$ cat src/rtl/apb3_cam_csr_if.sv
// APB3 bus bundle for the camera CSR block: the bridge drives the master side and the CSR slave drives the slave side.
interface apb3_cam_csr_if #(
    parameter int unsigned ADDR_WIDTH = 12
);
    logic [ADDR_WIDTH-1:0] PADDR;
    logic                  PSEL;
    logic                  PENABLE;
    logic                  PWRITE;
    logic [31:0]           PWDATA;
    logic                  PREADY;
    logic [31:0]           PRDATA;
    logic                  PSLVERR;

    modport master (
        output PADDR, PSEL, PENABLE, PWRITE, PWDATA,
        input  PREADY, PRDATA, PSLVERR
    );

    modport slave (
        input  PADDR, PSEL, PENABLE, PWRITE, PWDATA,
        output PREADY, PRDATA, PSLVERR
    );
endinterface

$ cat src/rtl/apb3_cam_csr.sv
// Camera pipeline CSR slave on APB3. It provides RW control words, RO status words, an ID register,
// self-clearing trigger pulses and a maskable sticky interrupt. Every transfer has exactly one wait state.
module apb3_cam_csr #(
    parameter int unsigned ADDR_WIDTH = 12,
    parameter int unsigned NUM_CTRL   = 8,
    parameter int unsigned NUM_STAT   = 8,
    parameter int unsigned NUM_PULSE  = 4,
    parameter int unsigned NUM_IRQ    = 4,
    parameter logic [31:0] ID_VALUE   = 32'hABCD_5678
) (
    input  logic                    clk,
    input  logic                    reset,
    apb3_cam_csr_if.slave           apb,
    output logic [NUM_CTRL*32-1:0]  ctrl_out,
    input  logic [NUM_STAT*32-1:0]  stat_in,
    output logic [NUM_PULSE-1:0]    pulse_out,
    input  logic [NUM_IRQ-1:0]      irq_event,
    output logic                    irq
);
    logic [ADDR_WIDTH-1:0] paddr;
    logic [31:0]           addr_w;
    logic [5:0]            idx;
    logic hit_ctrl, hit_stat, hit_id, hit_ists, hit_imask, hit_pulse;
    logic legal, commit;
    logic [31:0]           rdata;

    logic                  ack_q, ack_d;
    logic                  pslverr_q, pslverr_d;
    logic [31:0]           prdata_q, prdata_d;
    logic [NUM_PULSE-1:0]  pulse_q, pulse_d;
    logic [NUM_IRQ-1:0]    status_q, status_d;
    logic [NUM_IRQ-1:0]    mask_q, mask_d;
    logic                  irq_q, irq_d;
    logic [31:0]           ctrl_q [NUM_CTRL];
    logic [31:0]           ctrl_d [NUM_CTRL];

    assign paddr  = apb.PADDR;
    assign addr_w = 32'(paddr);
    assign idx    = addr_w[7:2];

    // Address decode over the full address; any unaligned access matches nothing.
    always_comb begin
        hit_ctrl  = 1'b0;
        hit_stat  = 1'b0;
        hit_id    = 1'b0;
        hit_ists  = 1'b0;
        hit_imask = 1'b0;
        hit_pulse = 1'b0;
        if (addr_w[1:0] == 2'b00) begin
            hit_ctrl  = addr_w < 32'(4 * NUM_CTRL);
            hit_stat  = (addr_w >= 32'h100) && (addr_w < 32'h100 + 32'(4 * NUM_STAT));
            hit_id    = addr_w == 32'h200;
            hit_ists  = addr_w == 32'h204;
            hit_imask = addr_w == 32'h208;
            hit_pulse = addr_w == 32'h20C;
        end
        legal = (hit_ctrl | hit_stat | hit_id | hit_ists | hit_imask | hit_pulse)
                && !(apb.PWRITE && (hit_stat || hit_id));
    end

    // Read data mux. Reads of the PULSE register return 0.
    always_comb begin
        rdata = '0;
        for (int unsigned i = 0; i < NUM_CTRL; i++)
            if (hit_ctrl && idx == 6'(i)) rdata = ctrl_q[i];
        for (int unsigned j = 0; j < NUM_STAT; j++)
            if (hit_stat && idx == 6'(j)) rdata = stat_in[j*32 +: 32];
        if (hit_id)    rdata = ID_VALUE;
        if (hit_ists)  rdata = 32'(status_q);
        if (hit_imask) rdata = 32'(mask_q);
    end

    // Next-state logic. The response is captured on the first access cycle, and the write commits
    // in the PREADY cycle only if the master still holds PSEL/PENABLE.
    always_comb begin
        ack_d     = apb.PSEL & apb.PENABLE & ~ack_q;
        commit    = apb.PSEL & apb.PENABLE & ack_q & apb.PWRITE & legal;
        pslverr_d = ack_d & ~legal;
        prdata_d  = prdata_q;
        if (ack_d && !legal)
            prdata_d = '0;
        else if (ack_d && !apb.PWRITE)
            prdata_d = rdata;
        pulse_d = (commit && hit_pulse) ? apb.PWDATA[NUM_PULSE-1:0] : '0;
        // Clear first, then OR in events, so that a new event wins over a simultaneous clear.
        status_d = status_q;
        if (commit && hit_ists) status_d = status_q & ~apb.PWDATA[NUM_IRQ-1:0];
        status_d = status_d | irq_event;
        mask_d = (commit && hit_imask) ? apb.PWDATA[NUM_IRQ-1:0] : mask_q;
        irq_d  = |(status_q & mask_q);
        for (int unsigned i = 0; i < NUM_CTRL; i++)
            ctrl_d[i] = (commit && hit_ctrl && idx == 6'(i)) ? apb.PWDATA : ctrl_q[i];
    end

    // State registers with synchronous reset.
    always_ff @(posedge clk) begin
        if (reset) begin
            ack_q     <= 1'b0;
            pslverr_q <= 1'b0;
            prdata_q  <= '0;
            pulse_q   <= '0;
            status_q  <= '0;
            mask_q    <= '0;
            irq_q     <= 1'b0;
            for (int unsigned i = 0; i < NUM_CTRL; i++) ctrl_q[i] <= '0;
        end else begin
            ack_q     <= ack_d;
            pslverr_q <= pslverr_d;
            prdata_q  <= prdata_d;
            pulse_q   <= pulse_d;
            status_q  <= status_d;
            mask_q    <= mask_d;
            irq_q     <= irq_d;
            for (int unsigned i = 0; i < NUM_CTRL; i++) ctrl_q[i] <= ctrl_d[i];
        end
    end

    // Pack the control words onto the flat output bus.
    always_comb begin
        ctrl_out = '0;
        for (int unsigned i = 0; i < NUM_CTRL; i++) ctrl_out[i*32 +: 32] = ctrl_q[i];
    end

    assign apb.PREADY  = ack_q;
    assign apb.PSLVERR = pslverr_q;
    assign apb.PRDATA  = prdata_q;
    assign pulse_out   = pulse_q;
    assign irq         = irq_q;
endmodule

$ cat src/flat_wrapper.sv
// flat-port wrapper written by rule: the top's interface ports become plain ports
module apb3_cam_csr_flat 
#(
    parameter int unsigned ADDR_WIDTH = 12,
    parameter int unsigned NUM_CTRL   = 8,
    parameter int unsigned NUM_STAT   = 8,
    parameter int unsigned NUM_PULSE  = 4,
    parameter int unsigned NUM_IRQ    = 4,
    parameter logic [31:0] ID_VALUE   = 32'hABCD_5678
)
  (clk, reset, ctrl_out, stat_in, pulse_out, irq_event, irq, apb_PADDR, apb_PSEL, apb_PENABLE, apb_PWRITE, apb_PWDATA, apb_PREADY, apb_PRDATA, apb_PSLVERR);
  apb3_cam_csr_if #(.ADDR_WIDTH(ADDR_WIDTH)) apb_i ();
  input  logic clk;
  input  logic reset;
  output logic [NUM_CTRL*32-1:0] ctrl_out;
  input  logic [NUM_STAT*32-1:0] stat_in;
  output logic [NUM_PULSE-1:0] pulse_out;
  input  logic [NUM_IRQ-1:0] irq_event;
  output logic irq;
  input wire logic [$bits(apb_i.PADDR)-1:0] apb_PADDR;
  input wire logic [$bits(apb_i.PSEL)-1:0] apb_PSEL;
  input wire logic [$bits(apb_i.PENABLE)-1:0] apb_PENABLE;
  input wire logic [$bits(apb_i.PWRITE)-1:0] apb_PWRITE;
  input wire logic [$bits(apb_i.PWDATA)-1:0] apb_PWDATA;
  output wire logic [$bits(apb_i.PREADY)-1:0] apb_PREADY;
  output wire logic [$bits(apb_i.PRDATA)-1:0] apb_PRDATA;
  output wire logic [$bits(apb_i.PSLVERR)-1:0] apb_PSLVERR;
  assign apb_i.PADDR = apb_PADDR;
  assign apb_i.PSEL = apb_PSEL;
  assign apb_i.PENABLE = apb_PENABLE;
  assign apb_i.PWRITE = apb_PWRITE;
  assign apb_i.PWDATA = apb_PWDATA;
  assign apb_PREADY = apb_i.PREADY;
  assign apb_PRDATA = apb_i.PRDATA;
  assign apb_PSLVERR = apb_i.PSLVERR;
  apb3_cam_csr #(.ADDR_WIDTH(ADDR_WIDTH), .NUM_CTRL(NUM_CTRL), .NUM_STAT(NUM_STAT), .NUM_PULSE(NUM_PULSE), .NUM_IRQ(NUM_IRQ), .ID_VALUE(ID_VALUE)) u_core (.clk(clk), .reset(reset), .apb(apb_i), .ctrl_out(ctrl_out), .stat_in(stat_in), .pulse_out(pulse_out), .irq_event(irq_event), .irq(irq));
endmodule
$ cat config.mk
export PLATFORM = sky130hd
export DESIGN_NAME = apb3_cam_csr_flat
export DESIGN_NICKNAME = d
export VERILOG_FILES = /design/src/rtl/apb3_cam_csr_if.sv /design/src/rtl/apb3_cam_csr.sv /design/src/flat_wrapper.sv
export SDC_FILE = /design/constraint.sdc
export NUM_CORES = 1
export LEC_CHECK = 0
export ABC_AREA = 1
export ABC_CLOCK_PERIOD_IN_PS = 6000
export CORE_ASPECT_RATIO = 0.7
export CORE_UTILIZATION = 30
export CTS_BUF_LIST = sky130_fd_sc_hd__clkbuf_16
export DETAILED_ROUTE_END_ITERATION = 12
export PLACE_DENSITY_LB_ADDON = 0.3
export SETUP_SLACK_MARGIN = 0.1
export SLEW_MARGIN = 20
export SYNTH_ARGS = -nofsm -noshare
export SYNTH_HDL_FRONTEND = slang
export SYNTH_SLANG_ARGS = --single-unit
$ cat constraint.sdc
create_clock -name clk -period 6 [get_ports clk]
set_clock_uncertainty 0.1 [all_clocks]
set_input_delay 0.9 -clock clk [delete_from_list [all_inputs] [get_ports clk]]
set_output_delay 0.9 -clock clk [all_outputs]
set_load 0.05 [all_outputs]
==> reports/results.tsv, run 1 <==
stage	metric	value	unit
worst_setup_path	critical_path_class	in2reg	
sta	period_minus_slack	4090	ps
sta	timing.fmax	0.245	GHz
sta	grt_setup_unrepaired	false	
power_and_ir_drop	ir_drop	0.168	mV
clocking	htreeDepth	2	
global_routing	track_usage	0.301	
clocking	cts_resized	0	
clocking	post_cts_buffers	0	
detailed_routing	drtPass1Iterations	6	
global_routing	use_met1	0.403	
layout	nFillCells	4657	
clocking	clk_path_buf_depth	3	
global_routing	grt_pass1_vias	15700	
clocking	cts_root_buf	clkbuf_16	
yosys	syn_area_per_cell	6.79	um2
sta	slew_viol_final	0	
global_routing	grt_max_degree	96	
worst_setup_path	crit_required	6350	ps
floorplanning	core.rowCount	66	
run_status	outcome	finished, final reports clean	
power_and_ir_drop	power.density	201	nW/um2
layout	fin_area	21900	um2
clocking	clock_sinks	303	
placement	gp_congestion	0.973	
clocking	numCtsBuffers	34	
detailed_routing	antenna_left	0	
worst_setup_path	end_kind	flip-flop	
clocking	path_clk_slew	60	ps
yosys	syn_area	14400	um2
run	maxCapViolCount	0	
detailed_routing	drt_iter0_markers	1799	
sta	worst_slew_margin_rel	0.268	
yosys	synth_cells	2122	
floorplanning	start_util	0.307	
min_path	hp-class	reg2reg	
floorplanning	die-area	48900	um2
worst_setup_path	cp.arrival	4440	ps
yosys	ys_types	39	
clocking	cts_tree	yes	
clocking	insertion_delay	530	ps
detailed_routing	num_vias	17300	
global_routing	antenna_found_initial	6	
placement	post_dp_cell_area	20800	um2
yosys	ys_seq_area_frac	0.421	
placement	place_hpwl	59700	um
power_and_ir_drop	leakagePower	8.39	nW
sta	fin_tns_setup	0	ps
yosys	async_flop_share	0	
sta	whs	362	ps
floorplanning	io_pins	604	
floorplanning	core-area	46900	um2
global_routing	grt_pass1_wl	109000	um
clocking	hold_buffers	0	
floorplanning	die_h	185	um
layout	multiInputGateArea	7010	um2
detailed_routing	wirelength	77800	um
sta	tightest_slew	1100	ps
sta	hold_viol	0	
yosys	synthFlopType	dfxtp_1	
yosys	yosys_warnings	0	
yosys	synth_seq_cells	303	
layout	layout-drive-gt1-share	0.0474	
placement	port_buffers	603	
detailed_routing	wire_per_inst	23.6	um
layout	fin_nets	2965	
detailed_routing	detail_route.vias_per_cell	5.25	
sta	min_period_over_period	0.681	
yosys	synth_edf_count	0	
global_routing	grtUsageMet2	0.488	
global_routing	grt_util_met3	0.0585	
layout	area_growth	52.2	%
floorplanning	dieWidth	264	um
worst_setup_path	worstSetupStartpointType	primary input	
sta	finalSetupViolations	0	
global_routing	grt_busiest_layer	met2	
yosys	synth_nets	2431	
worst_setup_path	worstPathMaxFanout	49	
global_routing	overflow	0	
layout	seqCellArea	6070	um2
detailed_routing	drc	0	
==> power breakdown <==
part	switching (mW)	internal (mW)	leakage, nW
logic	0.148	0.193	5.41
clock network	0.902	1.15	0.536
registers	0.00147	2.01	2.44
total	1.05	3.36	8.39
==> placed cells by master, fill, tap and decap left out, types with 9 or more instances in the layout <==
master,synthesis,layout
nor2_4,13,16
inv_2,12,12
clkinv_1,5,17
nand4_1,90,90
clkdlybuf4s50_1,0,602
a211oi_1,32,32
dfxtp_1,303,303
a21oi_1,344,344
clkbuf_16,0,35
inv_1,188,190
nor2_2,14,14
buf_4,3,24
o21ai_0,222,222
nand3_1,40,40
nand2_1,452,451
nor3_1,9,9
o21ai_1,29,29
nor2_1,212,209
==> cells in the mapped netlist, types with 4 or more instances <==
master	number	share of area
nand4_1	90	0.039
o21ai_1	29	0.010
nor2_4	13	0.010
nand2_1	452	0.12
inv_1	188	0.049
a211oi_1	32	0.017
clkinv_1	5	0.0013
o21ai_0	222	0.077
a21oi_1	344	0.12
dfxtp_1	303	0.42
clkbuf_1	77	0.020
nor2_2	14	0.0061
buf_6	4	0.0031
nor3_1	9	0.0031
nor2_1	212	0.055
inv_2	12	0.0031
nand3_1	40	0.014
buf_2	43	0.015
==> cell families (layout without fill, tap and decap cells) <==
kind of cell           Yosys count  in the layout  synth area share
and+or+nand+nor                846            846             0.255
DFF                            303            303             0.421
buffers and inverters          335            895            0.0941
AOI/OAI and AO/OA              638            638             0.230
other                            0              6                 0
==> worst max-delay path: stages <==
cell,delay (ps)
clkdlybuf4s50_1,430
nor2_2,180
nand2_1,110
nor2_4,160
nand2_2,350
nor2_4,780
inv_2,110
nor2_4,800
buf_4,330
o21ai_0,100
a21oi_1,150
==> per-layer routing <==
metal | vias up | part of all wire
met5 | - | 0.00036
met4 | 4 | 0.027
met3 | 128 | 0.089
met2 | 942 | 0.46
met1 | 8123 | 0.42
li1 | 8117 | -
==> final cells by class <==
cell class              instances  share of cell area
diodes                          6            0.000685
repair buffers                628               0.284
well taps                     612              0.0349
clock inverters                27             0.00873
clock buffers                  35              0.0399
multi-input cells            1484               0.320
flip-flops and latches        303               0.277
inverters                     205              0.0353
==> through the flow <==
stage | setup WS, ps | total power, mW | utilization | cells
after floorplan | 3250 | 2.13 | - | 2122
after global placement | 1410 | 2.40 | 0.444 | 3231
after detailed placement | 1390 | 2.40 | 0.444 | 3232
after CTS | 1930 | 4.44 | 0.467 | 3294
after global routing | 1510 | 4.55 | 0.467 | 3298
final | 1910 | 4.41 | 0.467 | 3300
==> worst paths after layout <==
check,start,endpoint,slack (ps),depth (start not counted)
max,apb_PADDR[0],u_core.ctrl_q[0][122],1910,11
min,u_core.apb.PRDATA[20],u_core.apb.PRDATA[20],360,2
min reg2reg,u_core.apb.PRDATA[20],u_core.apb.PRDATA[20],360,2
max reg2reg,u_core.apb.PREADY,u_core.ctrl_q[0][122],3530,7
==> state kept, by name, indices dropped and copies added (netlist names) <==
| register | cells |
|---|---|
| u_core.ctrl_q | 256 |
| u_core.status_q | 4 |
| u_core.apb.PREADY | 1 |
| u_core.apb.PRDATA | 32 |
| u_core.irq | 1 |
| u_core.apb.PSLVERR | 1 |
| u_core.pulse_out | 4 |
| u_core.mask_q | 4 |
Power figures use the tool's default switching activity.
==> run 2, diff against run 1 <==
- ABC_CLOCK_PERIOD_IN_PS: 6000 -> 4280
- clock period: 6 -> 4.28 ns (I/O delays scaled with it)
==> run 2 against run 1 <==
  * Flip-flop and latch count unchanged
  * Cell count increased by 0.64%
  * Power increased by 42%
  * Critical path depth increased by 7
  * Routed wire length decreased by 0.32%
  * Clock power increased by 44%
  * First-iteration DRC count increased by 9.1%
  * Combinational power increased by 38%
  * Sequential share of layout area decreased by 0.35 points
==> reports/results.tsv, run 2 (synthesis gave the netlist of run 1 again) <==
stage	metric	value	unit
worst_setup_path	worstPathMaxFanout	21	
layout	nFillCells	4626	
placement	gp_congestion	1.05	
power_and_ir_drop	p_seq_frac	0.452	
global_routing	grt_pass1_vias	16100	
detailed_routing	drt_iter0_markers	1962	
layout	area_growth	54.2	%
layout	layout-drive-gt1-share	0.0570	
layout	layout_common_cells	clkdlybuf4s50_1 (602), nand2_1 (451), a21oi_1 (344)	
detailed_routing	wirelength	77500	um
worst_setup_path	cp.arrival	3690	ps
floorplanning	die_h	185	um
clocking	htreeDepth	2	
power_and_ir_drop	pwr-share-comb	0.075	
worst_setup_path	end_kind	flip-flop	
sta	worst_slew_margin_rel	0.307	
sta	period_minus_slack	3410	ps
power_and_ir_drop	clockPowerShare	0.473	
floorplanning	io_pins	604	
placement	place_hpwl	60000	um
layout	regMostFlops	u_core.ctrl_q	
clocking	path_clk_slew	60	ps
sta	fin_tns_setup	0	ps
worst_setup_path	ff2ff_path_depth	12	
sta	tightest_slew	1040	ps
run_status	outcome	finished, final reports clean	
sta	timing.fmax	0.293	GHz
layout	multiInputGateArea	7010	um2
detailed_routing	antenna_left	0	
min_path	hp-class	reg2reg	
sta	grt_setup_unrepaired	false	
clocking	cts_root_buf	clkbuf_16	
clocking	clock_sinks	303	
sta	hold_viol	0	
floorplanning	die-area	48900	um2
power_and_ir_drop	leakagePower	8.54	nW
run	maxCapViolCount	0	
global_routing	overflow	0	
power_and_ir_drop	p_int	4.78	mW
worst_setup_path	crit_required	4560	ps
power_and_ir_drop	switching_share	0.236	
floorplanning	start_util	0.307	
clocking	numCtsBuffers	34	
detailed_routing	num_vias	17600	
worst_setup_path	critical_path_class	in2reg	
detailed_routing	drtPass1Iterations	6	
worst_setup_path	ff2ff_setup_slack	1870	ps
worst_setup_path	r2r_start	u_core.ctrl_q[0][37]	
placement	port_buffers	603	
global_routing	track_usage	0.301	
clocking	post_cts_buffers	0	
detailed_routing	wire_per_inst	23.3	um
sta	min_period_over_period	0.796	
floorplanning	dieWidth	264	um
clocking	hold_buffers	0	
clocking	cts_tree	yes	
power_and_ir_drop	p_switching	1.47	mW
power_and_ir_drop	ir_drop	0.200	mV
global_routing	grt_max_degree	90	
floorplanning	core-area	46900	um2
worst_setup_path	crit_end	u_core.apb.PRDATA[5]	
sta	finalSetupViolations	0	
worst_setup_path	worstSetupStartpointType	primary input	
sta	final.setup.worst_slack	871	ps
detailed_routing	drc	0	
global_routing	antenna_found_initial	11	
layout	layout_commonest_cell	clkdlybuf4s50_1	
layout	seqCellArea	6070	um2
clocking	insertion_delay	520	ps
layout	fin_nets	2987	
sta	slew_viol_final	0	
placement	place_ws	442	ps
floorplanning	core.rowCount	66	
global_routing	grt_pass1_wl	110000	um
layout	largest_reg_flops	256	
clocking	clk_path_buf_depth	3	
clocking	cts_resized	0	
worst_setup_path	crit_start	apb_PADDR[9]	
detailed_routing	detail_route.vias_per_cell	5.30	
worst_setup_path	regToRegEndpoint	u_core.apb.PRDATA[5]	
power_and_ir_drop	power.density	282	nW/um2
[run 2: worst max-delay path, cell delays in order]
cell	delay [ps]
clkdlybuf4s50_1	500
inv_1	80
nand2_1	110
nor2_4	60
nand2_2	250
nor2_4	190
nand2_1	100
nand2_1	60
a21oi_1	140
nand3_1	120
nor2_1	150
nand4_1	350
nor2_1	340
nand4_1	150
nor2_1	110
nand4_1	110
nand2_1	120
a21oi_1	70
[run 2: layout make-up]
type                    count  area share
clock inverters            26      0.0105
flip-flops and latches    303       0.273
clock buffers              35      0.0394
repair buffers            650       0.291
well taps                 612      0.0345
multi-input cells        1484       0.315
diodes                      6    0.000676
inverters                 205      0.0349
[run 2: per-stage QoR]
| step | power [mW] | cell area [um2] | utilization | std cells | hold slack (ps) |
|---|---|---|---|---|---|
| floorplan | 2.99 | 14400 | - | 2122 | 350 |
| global placement | 3.35 | 21100 | 0.449 | 3254 | 353 |
| detailed placement | 3.35 | 21100 | 0.449 | 3254 | 357 |
| CTS | 6.29 | 22200 | 0.473 | 3315 | 366 |
| global route | 6.43 | 22200 | 0.473 | 3321 | 377 |
| finish | 6.25 | 22200 | 0.473 | 3321 | 366 |
[run 2: how the worst min path moves through the flow]
stage / start / to / cells after the start
final: u_core.apb.PRDATA[6] / u_core.apb.PRDATA[6] / 2
after CTS: u_core.apb.PRDATA[0] / u_core.apb.PRDATA[0] / 2
after floorplan: u_core.status_q[0] / u_core.status_q[0] / 2
after detailed placement: u_core.apb.PRDATA[6] / u_core.apb.PRDATA[6] / 2
after global routing: u_core.apb.PRDATA[19] / u_core.apb.PRDATA[19] / 2
after global placement: u_core.apb.PRDATA[27] / u_core.apb.PRDATA[27] / 2
[run 2: power by group through the flow]
| stage | registers [mW] | clock network, mW | logic, mW |
|---|---|---|---|
| after floorplan | 2.89 | 0 | 0.0983 |
| after global placement | 2.89 | 0 | 0.462 |
| after detailed placement | 2.89 | 0 | 0.461 |
| after CTS | 2.82 | 3.00 | 0.465 |
| after global routing | 2.82 | 3.11 | 0.492 |
| final | 2.82 | 2.96 | 0.471 |
[run 2: layer usage]
| layer | global-route usage | vias up | share of wire |
|---|---|---|---|
| li1 | - | 8176 | - |
| met1 | 0.392 | 8328 | 0.41 |
| met2 | 0.493 | 950 | 0.47 |
| met3 | 0.0725 | 124 | 0.092 |
| met4 | 0.0856 | 10 | 0.027 |
| met5 | 0 | - | 0.00086 |
==> run 3, diff against run 2 <==
- ABC_CLOCK_PERIOD_IN_PS: 4280 -> 3300
- clock period: 4.28 -> 3.3 ns (I/O delays scaled with it)
==> run 3 against run 2 <==
  * Utilization increased by 1.5 points
  * Cell count rose by 2.1%
  * Non-clock buffer count is 65 higher
  * Hold slack got worse by 1.3 ps
  * Via count rose by 1.2%
  * Sequential power rose by 30%
  * Critical path type unchanged
  * Largest power group unchanged
==> reports/results.tsv, run 3 (synthesis gave the netlist of run 1 again) <==
stage	metric	value	unit
sta	hold_viol	0	
detailed_routing	wirelength	80800	um
layout	fin_nets	3054	
worst_setup_path	end_kind	flip-flop	
clocking	post_cts_buffers	0	
sta	min_period_over_period	0.935	
placement	place_hpwl	62800	um
layout	layout-drive-gt1-share	0.0784	
min_path	hp-class	reg2reg	
floorplanning	dieWidth	264	um
layout	regMostFlops	u_core.ctrl_q	
layout	largest_reg_flops	256	
clocking	numCtsBuffers	35	
run_status	outcome	finished, final reports clean	
placement	port_buffers	603	
sta	finalSetupViolations	0	
clocking	hold_buffers	0	
worst_setup_path	regToRegEndpoint	u_core.apb.PRDATA[16]	
min_path	holdPathEnd	u_core.apb.PRDATA[2]	
floorplanning	core-area	46900	um2
worst_setup_path	crit_required	3660	ps
run	maxCapViolCount	0	
detailed_routing	antenna_left	0	
sta	timing.fmax	0.324	GHz
sta	period_minus_slack	3080	ps
layout	nFillCells	4554	
min_path	min-delay-start	u_core.apb.PRDATA[2]	
detailed_routing	wire_per_inst	23.8	um
global_routing	track_usage	0.312	
placement	post_dp_cell_area	21800	um2
worst_setup_path	cp.arrival	3450	ps
floorplanning	core.rowCount	66	
global_routing	grt_pass1_vias	16400	
clocking	clock_sinks	303	
power_and_ir_drop	power.density	348	nW/um2
worst_setup_path	worstSetupStartpointType	primary input	
worst_setup_path	worstPathMaxFanout	13	
layout	layout_common_cells	clkdlybuf4s50_1 (602), nand2_1 (451), a21oi_1 (344)	
clocking	htreeDepth	2	
floorplanning	die_h	185	um
placement	dp.cells	3319	
worst_setup_path	ff2ff_path_depth	12	
layout	fin_util	0.489	
clocking	cts_root_buf	clkbuf_16	
min_path	hold_depth	2	
layout	stdcell_count	3391	
global_routing	overflow	0	
detailed_routing	drtPass1Iterations	8	
floorplanning	start_util	0.307	
placement	gp_congestion	0.992	
power_and_ir_drop	leakagePower	8.93	nW
worst_setup_path	r2r_start	u_core.ctrl_q[0][48]	
detailed_routing	drc	0	
global_routing	antenna_found_initial	11	
detailed_routing	detail_route.vias_per_cell	5.25	
clocking	path_clk_slew	60	ps
detailed_routing	drt_iter0_markers	2194	
clocking	insertion_delay	540	ps
power_and_ir_drop	ir_drop	0.263	mV
layout	area_growth	59.2	%
floorplanning	die-area	48900	um2
floorplanning	io_pins	604	
global_routing	grt_pass1_wl	113000	um
sta	grt_setup_unrepaired	false	
worst_setup_path	ff2ff_setup_slack	1130	ps
sta	tightest_slew	1040	ps
layout	layout_commonest_cell	clkdlybuf4s50_1	
global_routing	grt_max_degree	98	
clocking	clk_path_buf_depth	3	
worst_setup_path	critical_path_class	in2reg	
layout	fin_area	22900	um2
clocking	cts_tree	yes	
detailed_routing	num_vias	17800	
sta	worst_slew_margin_rel	0.309	
sta	slew_viol_final	0	
run 3: cell count changes in the layout (fill, tap and decap cells not counted), moves of 2 or more:
| cell | before | now |
|---|---|---|
| buf_4 | 40 | 82 |
| buf_12 | 7 | 29 |
| diode_2 | 6 | 11 |
| inv_1 | 189 | 192 |
| bufinv_16 | 3 | 1 |
| clkinv_4 | 2 | 0 |
| nor2_2 | 13 | 15 |
run 3: worst max path at each step:
stage | startpoint | cells past startpoint | slack (ps) | end
3_5_place_dp | apb_PADDR[9] | 18 | -390 | u_core.apb.PRDATA[16]
6_report | apb_PADDR[6] | 18 | 220 | u_core.apb.PRDATA[12]
4_1_cts | apb_PADDR[9] | 18 | 170 | u_core.apb.PRDATA[16]
5_1_grt | apb_PADDR[4] | 18 | 130 | u_core.apb.PRDATA[23]
3_3_place_gp | apb_PADDR[0] | 18 | -390 | u_core.apb.PRDATA[16]
2_1_floorplan | apb_PADDR[11] | 14 | 960 | u_core.apb.PRDATA[8]
run 3: through the flow:
stage	power, mW	TNS [ps]	hold slack, ps	worst slack (ps)
2_1_floorplan	3.88	0	350	957
3_3_place_gp	4.38	-3440	354	-388
3_5_place_dp	4.38	-5720	355	-391
4_1_cts	8.01	0	365	168
5_1_grt	8.20	0	388	130
6_report	7.98	0	364	215
run 3: worst max-delay path: stages:
cell and delay (ps):
clkdlybuf4s50_1 420, nor2_2 160, nand2_2 90, nor2_4 140
nand2_4 150, nor2_2 840, nand2_1 120, nand3_1 140
a21oi_1 50, nand4_1 150, o21ai_0 130, nand3_1 100
nor2_1 80, nand4_1 70, nor2_1 40, nand3_1 70
nand2_1 50, a21oi_1 120
run 3: final cells by class:
type,instances,area (um2),area share
Timing Repair Buffer,715,7240,0.316
Sequential cell,303,6070,0.264
Tap cell,612,766,0.0334
Multi-Input combinational cell,1485,7020,0.306
Clock inverter,25,168,0.00731
Clock buffer,35,876,0.0382
Inverter,205,774,0.0338
Antenna cell,11,27.5,0.00120
run 3: repair_timing:
action | CTS | global route
hold endpoints to repair | 0 | 0
setup endpoints to repair | 0 | 7
resized for setup | 0 | 3
run 3: report_power, final:
group | internal [mW] | switching, mW
Combinational | 0.368 | 0.277
Clock | 2.02 | 1.65
Sequential | 3.66 | 0.00251
run 3: routing by layer:
metal / vias up / track usage / share of wire
li1: 8329 / - / -
met1: 8398 / 0.410 / 0.42
met2: 941 / 0.506 / 0.47
met3: 130 / 0.0679 / 0.088
met4: 6 / 0.101 / 0.028
met5: - / 0 / 0.00047
==> edit (settings of run 3) <==
Remove the register `irq_q`: a continuous assignment takes its place, so the output `irq` follows one clock earlier.
--- a/src/rtl/apb3_cam_csr.sv
+++ b/src/rtl/apb3_cam_csr.sv
@@ -101,7 +101,6 @@
             pulse_q   <= '0;
             status_q  <= '0;
             mask_q    <= '0;
-            irq_q     <= 1'b0;
             for (int unsigned i = 0; i < NUM_CTRL; i++) ctrl_q[i] <= '0;
         end else begin
             ack_q     <= ack_d;
@@ -110,10 +109,11 @@
             pulse_q   <= pulse_d;
             status_q  <= status_d;
             mask_q    <= mask_d;
-            irq_q     <= irq_d;
             for (int unsigned i = 0; i < NUM_CTRL; i++) ctrl_q[i] <= ctrl_d[i];
         end
     end
+
+    assign irq_q = irq_d;
 
     // Pack the control words onto the flat output bus.
     always_comb begin
Check against the original RTL: not equivalent (Yosys sat finds a counterexample within 4 cycles, from zero or initial values and one cycle with reset high).
==> edit against run 3 <==
Area after synthesis fell by 0.23%. Fmax rose by 1.6%. Via count fell by 1.3%. Wire length fell by 7.1%. Total power rose by 5.3%. Sequential power barely moved. Clock power rose by 12%. Worst setup slack improved by 0.049 ns. Global-route usage fell by 1.9 points. Sequential cell count fell by 1. Die area fell by 0.23%. Design area rose by 0.75%. Sequential share of layout area fell by 0.28 points. Critical path type unchanged.
==> edit: results (changes against run 3) <==
| Metric | Value |
|---|---|
| Outcome | `completed` |
| NonClk Buf Share | `0.3159 (about the same)` |
| Critical Path Start | `apb_PADDR[5]` |
| First-pass GRT wire length | `107,800 um (-4.7%)` |
| Sequential share of the synthesized area | `0.4207 (about the same)` |
| Non-clock inverter count in the final layout | `204 (-0.49%)` |
| Pre-antenna DRT Iters | `6 (-2)` |
| Reg2Reg Setup Slack | `1.20 ns (+0.07 ns)` |
| Area post-placement | `21,900 um2 (+0.23%)` |
| Register area | `6046 um2 (-0.33%)` |
| Syn_nets | `2,457 (+1.1%)` |
| Synth Area per Inst | `6.690 um2 (-1.4%)` |
| Area of the multi-input gates | `7015 um2 (about the same)` |
| Cell area after layout | `23,110 um2 (+0.75%)` |
| Largest net degree at the start of global routing | `85 (-13%)` |
| Layout cells sized above 1 | `0.07467 (-0.003726)` |
| Hold Crit Start | `u_core.apb.PRDATA[16]$_SDFFE_PP0P_` |
| Met3 WL | `6398 um (-10%)` |
| GRT met3 Usage | `0.06820 (+0.0002659)` |
| R2r endpoint | `u_core.apb.PRDATA[26]$_SDFFE_PP0P_` |
| Arr. time, crit path | `3.34 ns (-0.11 ns)` |
| Initial antenna violation count | `9 (-2)` |
| GPL Wtd Cong | `0.9523 (-4.0%)` |
| Min Tclk post-route | `3.036 ns (-0.04929 ns)` |
| Slowest-stage cell, CP | `clkdlybuf4s50_1` |
| CORE AREA | `46,820 um2 (-0.18%)` |
| Final net count | `3,082 (+0.92%)` |
| Psw | `1921 uW (-0.54%)` |
| ClkCell Share | `0.05171 (+0.006212)` |
| GR Util met1 | `0.3720 (-0.03777)` |
| Number of distinct library cells after synthesis | `30 (-23%)` |
| Vias | `17,570 (-1.3%)` |
| Post-synth top cells | `nand2_1 (490), a21oi_1 (361), dfxtp_1 (302)` |
| Yosys reg bits | `302 (-0.33%)` |
-- edit: cell count changes in the layout (fill, tap and decap cells not counted), sizes merged, moves of 4 or more --
| cell | run 3 | this run |
|---|---|---|
| nor3b | 1 | 5 |
| a211oi | 32 | 0 |
| diode | 11 | 6 |
| bufinv | 1 | 6 |
| a21oi | 344 | 361 |
| nand4 | 90 | 98 |
| o21ai | 251 | 276 |
| nor2 | 241 | 216 |
| nand2 | 456 | 491 |
| nor3 | 10 | 19 |
| clkinv | 21 | 16 |
| nand3 | 42 | 36 |
-- edit: cell families after synthesis --
group                  after synthesis
buffers and inverters              334
AOI/OAI and AO/OA                  643
DFF                                302
and+or+nand+nor                    869
-- edit: power by group through the flow --
stage / sequential (uW) / combinational [uW] / clock (uW)
after CTS: 3650 / 635 / 4170
after global placement: 3730 / 631 / 0
after floorplan: 3740 / 134 / 0
after global routing: 3650 / 668 / 4330
final: 3650 / 636 / 4110
after detailed placement: 3730 / 631 / 0
